==> src/rtl/lm_sm_sequencer_if.sv <==
// Decode-stage bundle between the pipeline and the LM/SM micro-op sequencer.
// master: the decode/pipeline side, drives the instruction word, hold and flush,
//         and receives the micro-op fields, stall request and done pulse.
// slave : the sequencer itself.
interface lm_sm_sequencer_if;
  logic        inst_valid;
  logic [15:0] inst_word;
  logic        hold;
  logic        flush;
  logic        lm_sm_stall;
  logic        uop_valid;
  logic        uop_is_store;
  logic [2:0]  uop_reg;
  logic [2:0]  uop_base;
  logic [2:0]  uop_offset;
  logic        uop_last;
  logic        uop_r7;
  logic        done;

  modport master (
    output inst_valid, inst_word, hold, flush,
    input  lm_sm_stall, uop_valid, uop_is_store, uop_reg, uop_base,
           uop_offset, uop_last, uop_r7, done
  );

  modport slave (
    input  inst_valid, inst_word, hold, flush,
    output lm_sm_stall, uop_valid, uop_is_store, uop_reg, uop_base,
           uop_offset, uop_last, uop_r7, done
  );
endinterface

==> src/rtl/lm_sm_sequencer.sv <==
// Load-multiple / store-multiple micro-op sequencer for the decode stage.
// An accepted LM/SM word has its 8-bit register list latched; one register
// transfer is issued per cycle with a running word offset from the base RA.
// Ports:
//   clk   - rising-edge clock
//   reset - asynchronous active-low reset
//   bus   - slave side of lm_sm_sequencer_if:
//           inst_valid/inst_word/hold/flush in,
//           lm_sm_stall, uop_* fields and done out.
module lm_sm_sequencer #(
  parameter logic [3:0] LM_OPCODE = 4'b0110,
  parameter logic [3:0] SM_OPCODE = 4'b0111,
  parameter bit         MSB_FIRST = 1'b0
) (
  input  logic               clk,
  input  logic               reset,
  lm_sm_sequencer_if.slave   bus
);

  typedef enum logic [0:0] {IDLE = 1'b0, RUN = 1'b1} state_t;

  state_t      state, state_next;
  logic [7:0]  mask, mask_next;
  logic [2:0]  offset, offset_next;
  logic [2:0]  base, base_next;
  logic        is_store, is_store_next;
  logic        done_q, done_next;

  logic [3:0]  opcode;
  logic [7:0]  list;
  logic        is_lmsm;
  logic        in_run;
  logic        accept;
  logic        consume;
  logic [2:0]  cur_reg;
  logic        cur_last;
  logic        unused_word_bit;

  // Register chosen for the current transfer: lowest set bit, or highest
  // when scanning from R7 down. The later loop iterations win.
  function automatic logic [2:0] pick_reg(input logic [7:0] m);
    logic [2:0] r;
    r = 3'd0;
    for (int i = 0; i < 8; i++) begin
      if (MSB_FIRST) begin
        r = m[i] ? 3'(i) : r;
      end else begin
        r = m[7-i] ? 3'(7-i) : r;
      end
    end
    return r;
  endfunction

  // Exactly one bit left means the current transfer is the final one.
  function automatic logic one_left(input logic [7:0] m);
    return (m != 8'd0) && ((m & (m - 8'd1)) == 8'd0);
  endfunction

  assign unused_word_bit = bus.inst_word[8];

  // Decode of the incoming word and the handshake qualifiers.
  always_comb begin
    opcode   = bus.inst_word[15:12];
    list     = bus.inst_word[7:0];
    is_lmsm  = (opcode == LM_OPCODE) || (opcode == SM_OPCODE);
    in_run   = (state == RUN);
    accept   = !in_run && bus.inst_valid && is_lmsm && !bus.flush && !bus.hold;
    consume  = in_run && !bus.hold && !bus.flush;
    cur_reg  = pick_reg(mask);
    cur_last = one_left(mask);
  end

  // Next-state logic; flush overrides everything else.
  always_comb begin
    state_next    = state;
    mask_next     = mask;
    offset_next   = offset;
    base_next     = base;
    is_store_next = is_store;
    done_next     = 1'b0;
    case (state)
      IDLE: begin
        if (accept && (list != 8'd0)) begin
          state_next    = RUN;
          mask_next     = list;
          offset_next   = 3'd0;
          base_next     = bus.inst_word[11:9];
          is_store_next = (opcode == SM_OPCODE);
        end else if (accept) begin
          // Empty list: nothing to transfer, just report completion.
          done_next = 1'b1;
        end else begin
          state_next = IDLE;
        end
      end
      RUN: begin
        if (consume) begin
          mask_next   = mask & ~(8'd1 << cur_reg);
          // At most 8 transfers, so the 3-bit offset never wraps mid-sequence.
          offset_next = offset + 3'd1;
          if (cur_last) begin
            state_next = IDLE;
            done_next  = 1'b1;
          end else begin
            state_next = RUN;
          end
        end else begin
          state_next = RUN;
        end
      end
      default: begin
        state_next = IDLE;
        mask_next  = 8'd0;
      end
    endcase
    if (bus.flush) begin
      state_next  = IDLE;
      mask_next   = 8'd0;
      offset_next = 3'd0;
      done_next   = 1'b0;
    end else begin
      done_next = done_next;
    end
  end

  // Sequencer state registers.
  always_ff @(posedge clk or negedge reset) begin
    if (!reset) begin
      state    <= IDLE;
      mask     <= 8'd0;
      offset   <= 3'd0;
      base     <= 3'd0;
      is_store <= 1'b0;
      done_q   <= 1'b0;
    end else begin
      state    <= state_next;
      mask     <= mask_next;
      offset   <= offset_next;
      base     <= base_next;
      is_store <= is_store_next;
      done_q   <= done_next;
    end
  end

  // Micro-op fields are forced to zero outside RUN so idle cycles read clean.
  assign bus.uop_valid    = in_run;
  assign bus.uop_is_store = in_run & is_store;
  assign bus.uop_reg      = in_run ? cur_reg : 3'd0;
  assign bus.uop_base     = in_run ? base : 3'd0;
  assign bus.uop_offset   = in_run ? offset : 3'd0;
  assign bus.uop_last     = in_run & cur_last;
  assign bus.uop_r7       = in_run & !is_store & (cur_reg == 3'd7);
  // Stall drops on the last consume cycle so the next word enters decode.
  assign bus.lm_sm_stall  = in_run ? !(cur_last & !bus.hold)
                                   : (accept & (list != 8'd0));
  assign bus.done         = done_q;

endmodule

==> src/flat_wrapper.sv <==
// flat-port wrapper written by rule: the top's interface ports become plain ports
module lm_sm_sequencer_flat 
#(
  parameter logic [3:0] LM_OPCODE = 4'b0110,
  parameter logic [3:0] SM_OPCODE = 4'b0111,
  parameter bit         MSB_FIRST = 1'b0
)
  (clk, reset, bus_inst_valid, bus_inst_word, bus_hold, bus_flush, bus_lm_sm_stall, bus_uop_valid, bus_uop_is_store, bus_uop_reg, bus_uop_base, bus_uop_offset, bus_uop_last, bus_uop_r7, bus_done);
  lm_sm_sequencer_if bus_i ();
  input  logic clk;
  input  logic reset;
  input wire logic [$bits(bus_i.inst_valid)-1:0] bus_inst_valid;
  input wire logic [$bits(bus_i.inst_word)-1:0] bus_inst_word;
  input wire logic [$bits(bus_i.hold)-1:0] bus_hold;
  input wire logic [$bits(bus_i.flush)-1:0] bus_flush;
  output wire logic [$bits(bus_i.lm_sm_stall)-1:0] bus_lm_sm_stall;
  output wire logic [$bits(bus_i.uop_valid)-1:0] bus_uop_valid;
  output wire logic [$bits(bus_i.uop_is_store)-1:0] bus_uop_is_store;
  output wire logic [$bits(bus_i.uop_reg)-1:0] bus_uop_reg;
  output wire logic [$bits(bus_i.uop_base)-1:0] bus_uop_base;
  output wire logic [$bits(bus_i.uop_offset)-1:0] bus_uop_offset;
  output wire logic [$bits(bus_i.uop_last)-1:0] bus_uop_last;
  output wire logic [$bits(bus_i.uop_r7)-1:0] bus_uop_r7;
  output wire logic [$bits(bus_i.done)-1:0] bus_done;
  assign bus_i.inst_valid = bus_inst_valid;
  assign bus_i.inst_word = bus_inst_word;
  assign bus_i.hold = bus_hold;
  assign bus_i.flush = bus_flush;
  assign bus_lm_sm_stall = bus_i.lm_sm_stall;
  assign bus_uop_valid = bus_i.uop_valid;
  assign bus_uop_is_store = bus_i.uop_is_store;
  assign bus_uop_reg = bus_i.uop_reg;
  assign bus_uop_base = bus_i.uop_base;
  assign bus_uop_offset = bus_i.uop_offset;
  assign bus_uop_last = bus_i.uop_last;
  assign bus_uop_r7 = bus_i.uop_r7;
  assign bus_done = bus_i.done;
  lm_sm_sequencer #(.LM_OPCODE(LM_OPCODE), .SM_OPCODE(SM_OPCODE), .MSB_FIRST(MSB_FIRST)) u_core (.clk(clk), .reset(reset), .bus(bus_i));
endmodule
==> config.mk <==
export PLATFORM = sky130hd
export DESIGN_NAME = lm_sm_sequencer_flat
export DESIGN_NICKNAME = d
export VERILOG_FILES = /design/src/rtl/lm_sm_sequencer_if.sv /design/src/rtl/lm_sm_sequencer.sv /design/src/flat_wrapper.sv
export SDC_FILE = /design/constraint.sdc
export NUM_CORES = 1
export LEC_CHECK = 0
export CORE_MARGIN = 2
export CORE_UTILIZATION = 44
export CTS_CLUSTER_DIAMETER = 200
export DETAILED_ROUTE_END_ITERATION = 10
export GPL_ROUTABILITY_DRIVEN = 0
export PLACE_DENSITY = 0.78
export SYNTH_ARGS = -nofsm -noshare
export SYNTH_HDL_FRONTEND = slang
export SYNTH_SLANG_ARGS = --single-unit
export TNS_END_PERCENT = 100
==> constraint.sdc <==
create_clock -name clk -period 2.5 [get_ports clk]
set_clock_uncertainty 0.15 [all_clocks]
set_input_delay 0.5 -clock clk [delete_from_list [all_inputs] [get_ports clk]]
set_output_delay 0.5 -clock clk [all_outputs]
set_load 0.03 [all_outputs]
# Word-level counts from Yosys, hierarchy flattened
# Cells that the tools add are included.
# W data, S select, Z words.
dict set report totals {
  reg_bits 17
  in_bits 21
  output_inout_bits 15
  word_cells 74
}
dict set report classes {
  add_sub_neg 2
  eq_ne 5
  shifts 1
  n_mux 31
  n_bitwise 10
  n_reduce_logical 19
}
# operator n
set ops {}
lappend ops {{$mux W3} 14}
lappend ops {{$mux W8} 3}
lappend ops {{$and A8 B8 Y8} 2}
lappend ops {{$pmux W8 S2} 1}
lappend ops {{$reduce_bool A8 Y1} 2}
lappend ops {{$mux W1} 10}
lappend ops {{$eq A4 B3 Y1 const B} 2}
lappend ops {{$logic_and A1 B1 Y1} 8}
lappend ops {{$logic_not A8 Y1} 1}
lappend ops {{$not A8 Y8} 1}
lappend ops {{$shl A1 B3 Y8 const A} 1}
lappend ops {{$sub A8 B1 Y8 const B} 1}
lappend ops {{$and A1 B1 Y1} 6}
lappend ops {{$pmux W3 S2} 1}
lappend ops {{$logic_not A1 Y1} 5}
lappend ops {{$pmux W1 S2} 2}
lappend ops {{$reduce_and A2 Y1} 2}
lappend ops {{$add A3 B1 Y3 const B} 1}
lappend ops {{$eq A3 B3 Y1 const B} 1}
lappend ops {{$ne A3 B2 Y1 const B} 1}
lappend ops {{$ne A3 B3 Y1 const B} 1}
lappend ops {{$logic_or A1 B1 Y1} 1}
lappend ops {{$not A1 Y1} 1}

# Longest topological paths before layout
# Gate-level depths: netlist of run 1.
dict set report depth {
  word_depth 14
  ltp_mapped 6
  depth_no_buf 4
}

# Least setup slack after synthesis of run 1
# No wires, ideal clock.
dict set report synth_timing {
  path_kind {reg2out}
  startpoint {register u_core.state (netlist: u_core.bus.uop_valid)}
  endpoint {output bus_lm_sm_stall}
  arrival_ns 1.927
  t_required_ns 1.850
  slack_ns -0.077
  path_stages_with_launch 7
  n_path_buf 2
  path_cell_list {dfrtp_1 > nor4b_1 > o211a_1 > buf_6 > buf_6 > nor2_1 > a21oi_1}
}
dict set report synth_via {
  elab_chain_len 7
}
# element line
set synth_rtl {}
lappend synth_rtl {{start: declaration} lm_sm_sequencer.sv:22} ;# state_t state, state_next;
lappend synth_rtl {{start signal: assignment} lm_sm_sequencer.sv:136} ;# state <= state_next;
lappend synth_rtl {{$logic_not A1 Y1} lm_sm_sequencer.sv:67} ;# accept = !in_run && bus.inst_valid && is_lmsm && !bus.flush && !bus.hold;
lappend synth_rtl {{$logic_and A1 B1 Y1 (4 in a row)} lm_sm_sequencer.sv:67}
lappend synth_rtl {{$and A1 B1 Y1} lm_sm_sequencer.sv:155} ;# : (accept & (list != 8'd0));
lappend synth_rtl {{$mux W1 (*)} lm_sm_sequencer.sv:154} ;# assign bus.lm_sm_stall = in_run ? !(cur_last & !bus.hold)
lappend synth_rtl {{end: declaration} flat_wrapper.sv:16} ;# output wire logic [$bits(bus_i.lm_sm_stall)-1:0] bus_lm_sm_stall;
# Every way passes the cells marked *; elsewhere a longest branch is shown, timed or not.

# Final worst setup path of run 1
dict set report layout_timing {
  startpoint {register u_core.mask[1]}
  endpoint {output bus_uop_last}
}
dict set report layout_via {
  elab_chain_len 5
  word_cells_on_any_way 6
  cone_classes {1 x add/sub; 2 x bitwise; 3 x reduce/logical}
}
# element line
set layout_rtl {}
lappend layout_rtl {{start: declaration} lm_sm_sequencer.sv:23} ;# logic [7:0] mask, mask_next;
lappend layout_rtl {{start signal: assignment} lm_sm_sequencer.sv:137} ;# mask <= mask_next;
lappend layout_rtl {{$sub A8 B1 Y8} lm_sm_sequencer.sv:56} ;# return (m != 8'd0) && ((m & (m - 8'd1)) == 8'd0);
lappend layout_rtl {{$and A8 B8 Y8} lm_sm_sequencer.sv:56}
lappend layout_rtl {{$logic_not A8 Y1} lm_sm_sequencer.sv:56}
lappend layout_rtl {{$logic_and A1 B1 Y1 (*)} lm_sm_sequencer.sv:56}
lappend layout_rtl {{$and A1 B1 Y1 (*)} lm_sm_sequencer.sv:151} ;# assign bus.uop_last = in_run & cur_last;
lappend layout_rtl {{end: declaration} flat_wrapper.sv:22} ;# output wire logic [$bits(bus_i.uop_last)-1:0] bus_uop_last;
# Marked as above.

==> results.cfg, run 1 <==
[pwr]
p_sw_mw = 0.136
swShare_pct = 24.8
intPower_mw = 0.411
p_leak_nw = 0.752
p_seq_share_pct = 55.0
report.power.total_mw = 0.547
power_frac_comb_pct = 17.9
p_per_area_nw_per_um2 = 339
clkPwrFrac_pct = 27.1
ir_drop_mv = 0.475

[cts]
worstSkewPairLatency_ns = 0.28
root_buffer = clkbuf_4
cts_inserted_buffers = 3
clk_pin_slew_ns = 0.10
clock-sinks = 17
cts_tree = done
clockBufferDepth = 2
cts-htree-levels = 1

[worst_setup_path]
crit_path_max_fanout = 5
critical_path_arrival_ns = 1.81
r2r_slack_ns = 0.43
worst-path-buf-inv = 1
cp_cell_sequence = or3_4 -> a22oi_1 -> o2111a_2 -> and2_4 -> buf_6
startpoint = u_core.mask[1]
critPathLaunchType = flip-flop
max_stage_delay_ns = 0.45
cp.required_ns = 1.85
crit_type = flip-flop to primary output
critPathTopFamily = simple AND/OR/NAND/NOR gates
slowest_stage = dfrtp_2
worstSetupEndpointType = primary output
r2r_start = u_core.bus.uop_valid

[detailed_routing]
top_layer = met4
dr.pass1.iters = 4
vias = 1045
wl_mm = 2.80
wl_met2_mm = 1.51
post-route-drc-count = 0
drt-initial-drc-count = 26
via_per_inst = 5.50
ant_nets = 0
wl_per_cell_um = 14.7
dr_wl_met3_um = 116
drt-met1-wl_mm = 1.16

[synth]
synth_area_leaders = dfrtp_1 (40%), a221o_1 (4.8%), and2_1 (4.8%), mux2_2 (3.2%), o211a_1 (2.9%)
synth-edff-count = 0
synth_area_um2 = 1050
ys_ff_latch = 17
avgSynthCellArea_um2 = 9.67
yosysWarnings = 0
netlist.area_leader.share_pct = 40.4
ys_types = 39
synth_async_sr_flop_share_pct = 100
synthFlopType = dfrtp_1
synth_seq_area_share_pct = 40.4
syn_nets = 131
synth_cells = 109
synth_top_cell_by_area = dfrtp_1

[global_routing]
grt_pass1_wl_mm = 4.44
antenna_found_initial = 0
grt_pass1_vias = 1057
grt_max_degree = 18
grt_usage_pct = 21.6
grt_overflow_total = 0

[die]
dieArea_um2 = 2800
rows = 17
core_um2 = 2230
die_h_um = 52.9
ioPinCount = 36
die_w_um = 52.9
start_util_pct = 47.2

[placement]
place_area_um2 = 1490
hpwl_mm = 1.97
dp.cells = 179
preCtsSetupSlack_ns = -0.246
portBuffers = 34

[sta]
tns_ns = 0
setup_ws_ns = 0.0370
fin_hold_ws_ns = 0.363
rsz0062_at_grt = true
slew_headroom_pct = 75.8
setup_violations = 0
maxSlewViolCount = 0
hold_viol = 0
min_period_ns = 2.46
max_freq_mhz = 406
worstMarginPinSlew_ns = 0.359
finalCritPeriodShare_pct = 98.5

[cells_and_area]
fin_cells = 190
mostFrequentLayoutCells = buf_4 (24), clkdlybuf4s50_1 (20), dfrtp_1 (13), and2_1 (7)
drive_gt1_share_pct = 29.6
fin_nets = 185
fin_util_pct = 72.3
area_growth_pct = 53.2
fin_area_um2 = 1610
antenna_cells = 0
layout_commonest_cell = buf_4

[outcome]
status = finished clean

[run]
drv_cap = 0

[worst_hold_path]
hp-start = u_core.base[1]
hold_class = flip-flop to flip-flop
[worst register-to-register path, cell delays in order (launching register included)]
cell,delay (ns)
dfrtp_2,0.51
nor4b_2,0.33
o211a_1,0.23
buf_4,0.25
nor3_4,0.05
buf_4,0.15
a221o_1,0.30
[synth_stat cells, types with 2 or more instances]
cell       n
dfrtp_1   17
and2_1     8
nor2_1     7
a21oi_1    5
a221o_1    5
clkbuf_1   5
nand2_1    5
inv_1      4
nand2b_1   4
nor3_1     4
a21o_1     3
mux2_2     3
nor2b_1    3
o211a_1    3
o21ai_0    3
a32o_1     2
and3_1     2
and3b_1    2
buf_6      2
nand3_1    2
nor4_1     2
[power groups by stage]
stage	Combinational [mW]	Sequential, mW	Clock, mW
after floorplan	0.0344	0.302	0
final	0.0979	0.301	0.148
after detailed placement	0.0927	0.306	0
after global routing	0.105	0.304	0.163
after CTS	0.0946	0.301	0.151
after global placement	0.0905	0.305	0
[layout make-up]
| cell class | count | area (um2) |
|---|---|---|
| fillers | 182 | 619 |
| multi-input cells | 81 | 609 |
| repair buffers | 56 | 498 |
| flip-flops and latches | 17 | 430 |
| well taps | 28 | 35.0 |
| clock buffers | 4 | 26.3 |
| inverters | 4 | 15.0 |
[cells by family (layout without fill, tap and decap cells)]
family                   after synthesis  in the layout  share of synthesized area, %
AO/OA/AOI/OAI                         29             29                          21.5
buffers and inverters                 11             64                          5.34
flip-flops                            17             17                          40.4
XOR/XNOR                               1              1                         0.832
adder cells (fa/ha/maj)                2              2                          2.14
multiplexers                           3              3                          3.21
AND/OR/NAND/NOR                       46             46                          26.6
[flip-flops by register name, summed over array words and instances (netlist names)]
| register | flops |
|---|---|
| u_core.base | 3 |
| u_core.bus.done | 1 |
| u_core.bus.uop_valid | 1 |
| u_core.is_store | 1 |
| u_core.mask | 8 |
| u_core.offset | 3 |
[metal layers]
metal	vias to the layer above	GRT usage (%)
li1	511	-
met1	504	26.1
met2	28	39.6
met3	2	3.39
met4	0	5.13
met5	-	0
[path summary, 6_finish.rpt]
kind | end | depth (start not counted)
hold reg to reg | u_core.base[1] | 1
max in group asynchronous | u_core.bus.uop_valid | 2
hold / removal | u_core.base[1] | 1
setup reg to reg | u_core.mask[3] | 6
setup / recovery | bus_uop_last | 5
min in group asynchronous | u_core.mask[6] | 2
[repair_timing]
action / 4_1_cts / 5_1_grt
resized for setup: 22 / 9
pin swaps: 5 / 6
endpoints found under the setup margin: 4 / 3
setup buffers: 4 / 3
hold buffers: 0 / 0
Note: power is estimated with default switching activity, not from simulation.
==> run 2, diff against run 1 <==
--- a/config.mk
+++ b/config.mk
@@ -6,11 +6,11 @@
 export NUM_CORES = 1
 export LEC_CHECK = 0
 export CORE_MARGIN = 2
-export CORE_UTILIZATION = 44
+export CORE_UTILIZATION = 40
 export CTS_CLUSTER_DIAMETER = 200
 export DETAILED_ROUTE_END_ITERATION = 10
 export GPL_ROUTABILITY_DRIVEN = 0
-export PLACE_DENSITY = 0.78
+export PLACE_DENSITY = 0.72
 export SYNTH_ARGS = -nofsm -noshare
 export SYNTH_HDL_FRONTEND = slang
 export SYNTH_SLANG_ARGS = --single-unit
==> run 2 against run 1 <==
- cell count is the same
- register-to-register slack gained 0.04 ns
- largest cell class unchanged
- non-clock buffer count shrank 2
==> results.cfg, run 2 (synthesis results as in run 1) <==
[outcome]
status = finished clean

[global_routing]
grt_pass1_vias = 1079
antenna_found_initial = 0
grt_overflow_total = 0
grt_max_degree = 18
grt_usage_pct = 20.2
grt_pass1_wl_mm = 4.97

[die]
core_um2 = 2480
rows = 18
die_h_um = 55.3
start_util_pct = 42.5
ioPinCount = 36
dieArea_um2 = 3060
die_w_um = 55.3

[worst_setup_path]
rr_worst_depth = 6
worstSetupEndpointType = primary output
slowest_stage = dfrtp_1
critPathTopFamily = simple AND/OR/NAND/NOR gates
r2r_slack_ns = 0.47
r2r_start = u_core.bus.uop_valid
worst-path-buf-inv = 1
startpoint = u_core.mask[1]
critPathLaunchType = flip-flop
cp.required_ns = 1.85
cp_cell_sequence = or3_4 -> a22oi_2 -> o2111a_2 -> and2_4 -> buf_6
r2r_end = u_core.mask[4]
max_stage_delay_ns = 0.45
critical_path_arrival_ns = 1.83
crit_path_max_fanout = 5
crit_type = flip-flop to primary output
crit_path_end = bus_uop_last
cp.depth = 5

[sta]
min_period_ns = 2.48
finalCritPeriodShare_pct = 99.3
slew_headroom_pct = 76.8
maxSlewViolCount = 0
worstMarginPinSlew_ns = 0.348
max_freq_mhz = 403
hold_viol = 0
setup_violations = 0
rsz0062_at_grt = true

[cells_and_area]
nFillCells = 220
antenna_cells = 0
mostFrequentLayoutCells = buf_4 (22), clkdlybuf4s50_1 (19), dfrtp_1 (13), and2_1 (7), nor2_1 (6)
fin_util_pct = 65.1
fin_nets = 183
drive_gt1_share_pct = 31.3
largest_reg_flops = 8
reg.largest.list = u_core.mask (8), u_core.base (3), u_core.offset (3)
regMostFlops = u_core.mask
area_growth_pct = 53.1
fin_area_um2 = 1610
layout_commonest_cell = buf_4
fin_cells = 190

[cts]
clock-sinks = 17
cts_inserted_buffers = 3
worstSkewPairLatency_ns = 0.29
clockBufferDepth = 2
cts_tree = done
root_buffer = clkbuf_4
clk_pin_slew_ns = 0.10
hold_buffers = 0
cts-htree-levels = 1

[placement]
place_area_um2 = 1500
dp.cells = 181
portBuffers = 34
hpwl_mm = 2.07

[detailed_routing]
dr.pass1.iters = 4
post-route-drc-count = 0
via_per_inst = 5.63
vias = 1070
wl_mm = 2.85
ant_nets = 0
drt-initial-drc-count = 33
wl_per_cell_um = 15.0

[pwr]
p_leak_nw = 0.758
ir_drop_mv = 0.298
p_per_area_nw_per_um2 = 338

[worst_hold_path]
hold_class = input pin to flip-flop

[run]
drv_cap = 0
run 2: layout make-up:
cell class              count  area (um2)  area share, %
repair buffers             54         475           29.5
inverters                   4        15.0          0.931
clock buffers               4        26.3           1.63
flip-flops and latches     17         430           26.7
well taps                  30        37.5           2.33
multi-input cells          81         628           38.9
run 2: metrics by stage:
stage | TNS (ns) | hold slack, ns | setup slack, ns | total power, mW
final | 0 | 0.320 | 0.0165 | 0.545
after global routing | -0.117 | 0.328 | -0.0840 | 0.576
after CTS | 0 | 0.363 | 0.00165 | 0.547
after detailed placement | -1.27 | 0.340 | -0.272 | 0.399
after global placement | -0.834 | 0.337 | -0.246 | 0.396
after floorplan | 0 | 0.0544 | 0.0256 | 0.337
run 2: where the power goes:
part	switching, mW	leakage, nW	internal, mW
logic	0.0387	0.519	0.0587
registers	0.0125	0.225	0.290
clock network	0.0830	0.0150	0.0620
run 2: how the worst min path moves through the flow:
| stage | startpoint | end | slack, ns | cells after the start |
|---|---|---|---|---|
| final | bus_inst_word[4] | u_core.mask[4] | 0.32 | 2 |
| after global placement | u_core.base[1] | u_core.base[1] | 0.34 | 1 |
| after CTS | u_core.base[2] | u_core.base[2] | 0.36 | 1 |
| after floorplan | reset | u_core.base[0] | 0.05 | 0 |
| after global routing | bus_inst_word[4] | u_core.mask[4] | 0.33 | 2 |
| after detailed placement | u_core.base[2] | u_core.base[2] | 0.34 | 1 |
run 2: layer usage:
| metal | GRT usage (%) | routed length (um) | vias to the layer above | share of wire [%] |
|---|---|---|---|---|
| li1 | - | - | 504 | - |
| met1 | 24.9 | 1180 | 528 | 41 |
| met2 | 34.5 | 1500 | 36 | 53 |
| met3 | 5.62 | 161 | 2 | 5.7 |
| met4 | 5.23 | 7 | 0 | 0.25 |
| met5 | 0 | 0 | - | 0 |
run 2: timing repair:
action,CTS,global route
setup buffers,5,0
setup endpoints to repair,4,10
gates resized for setup,24,13
pin swaps,5,8
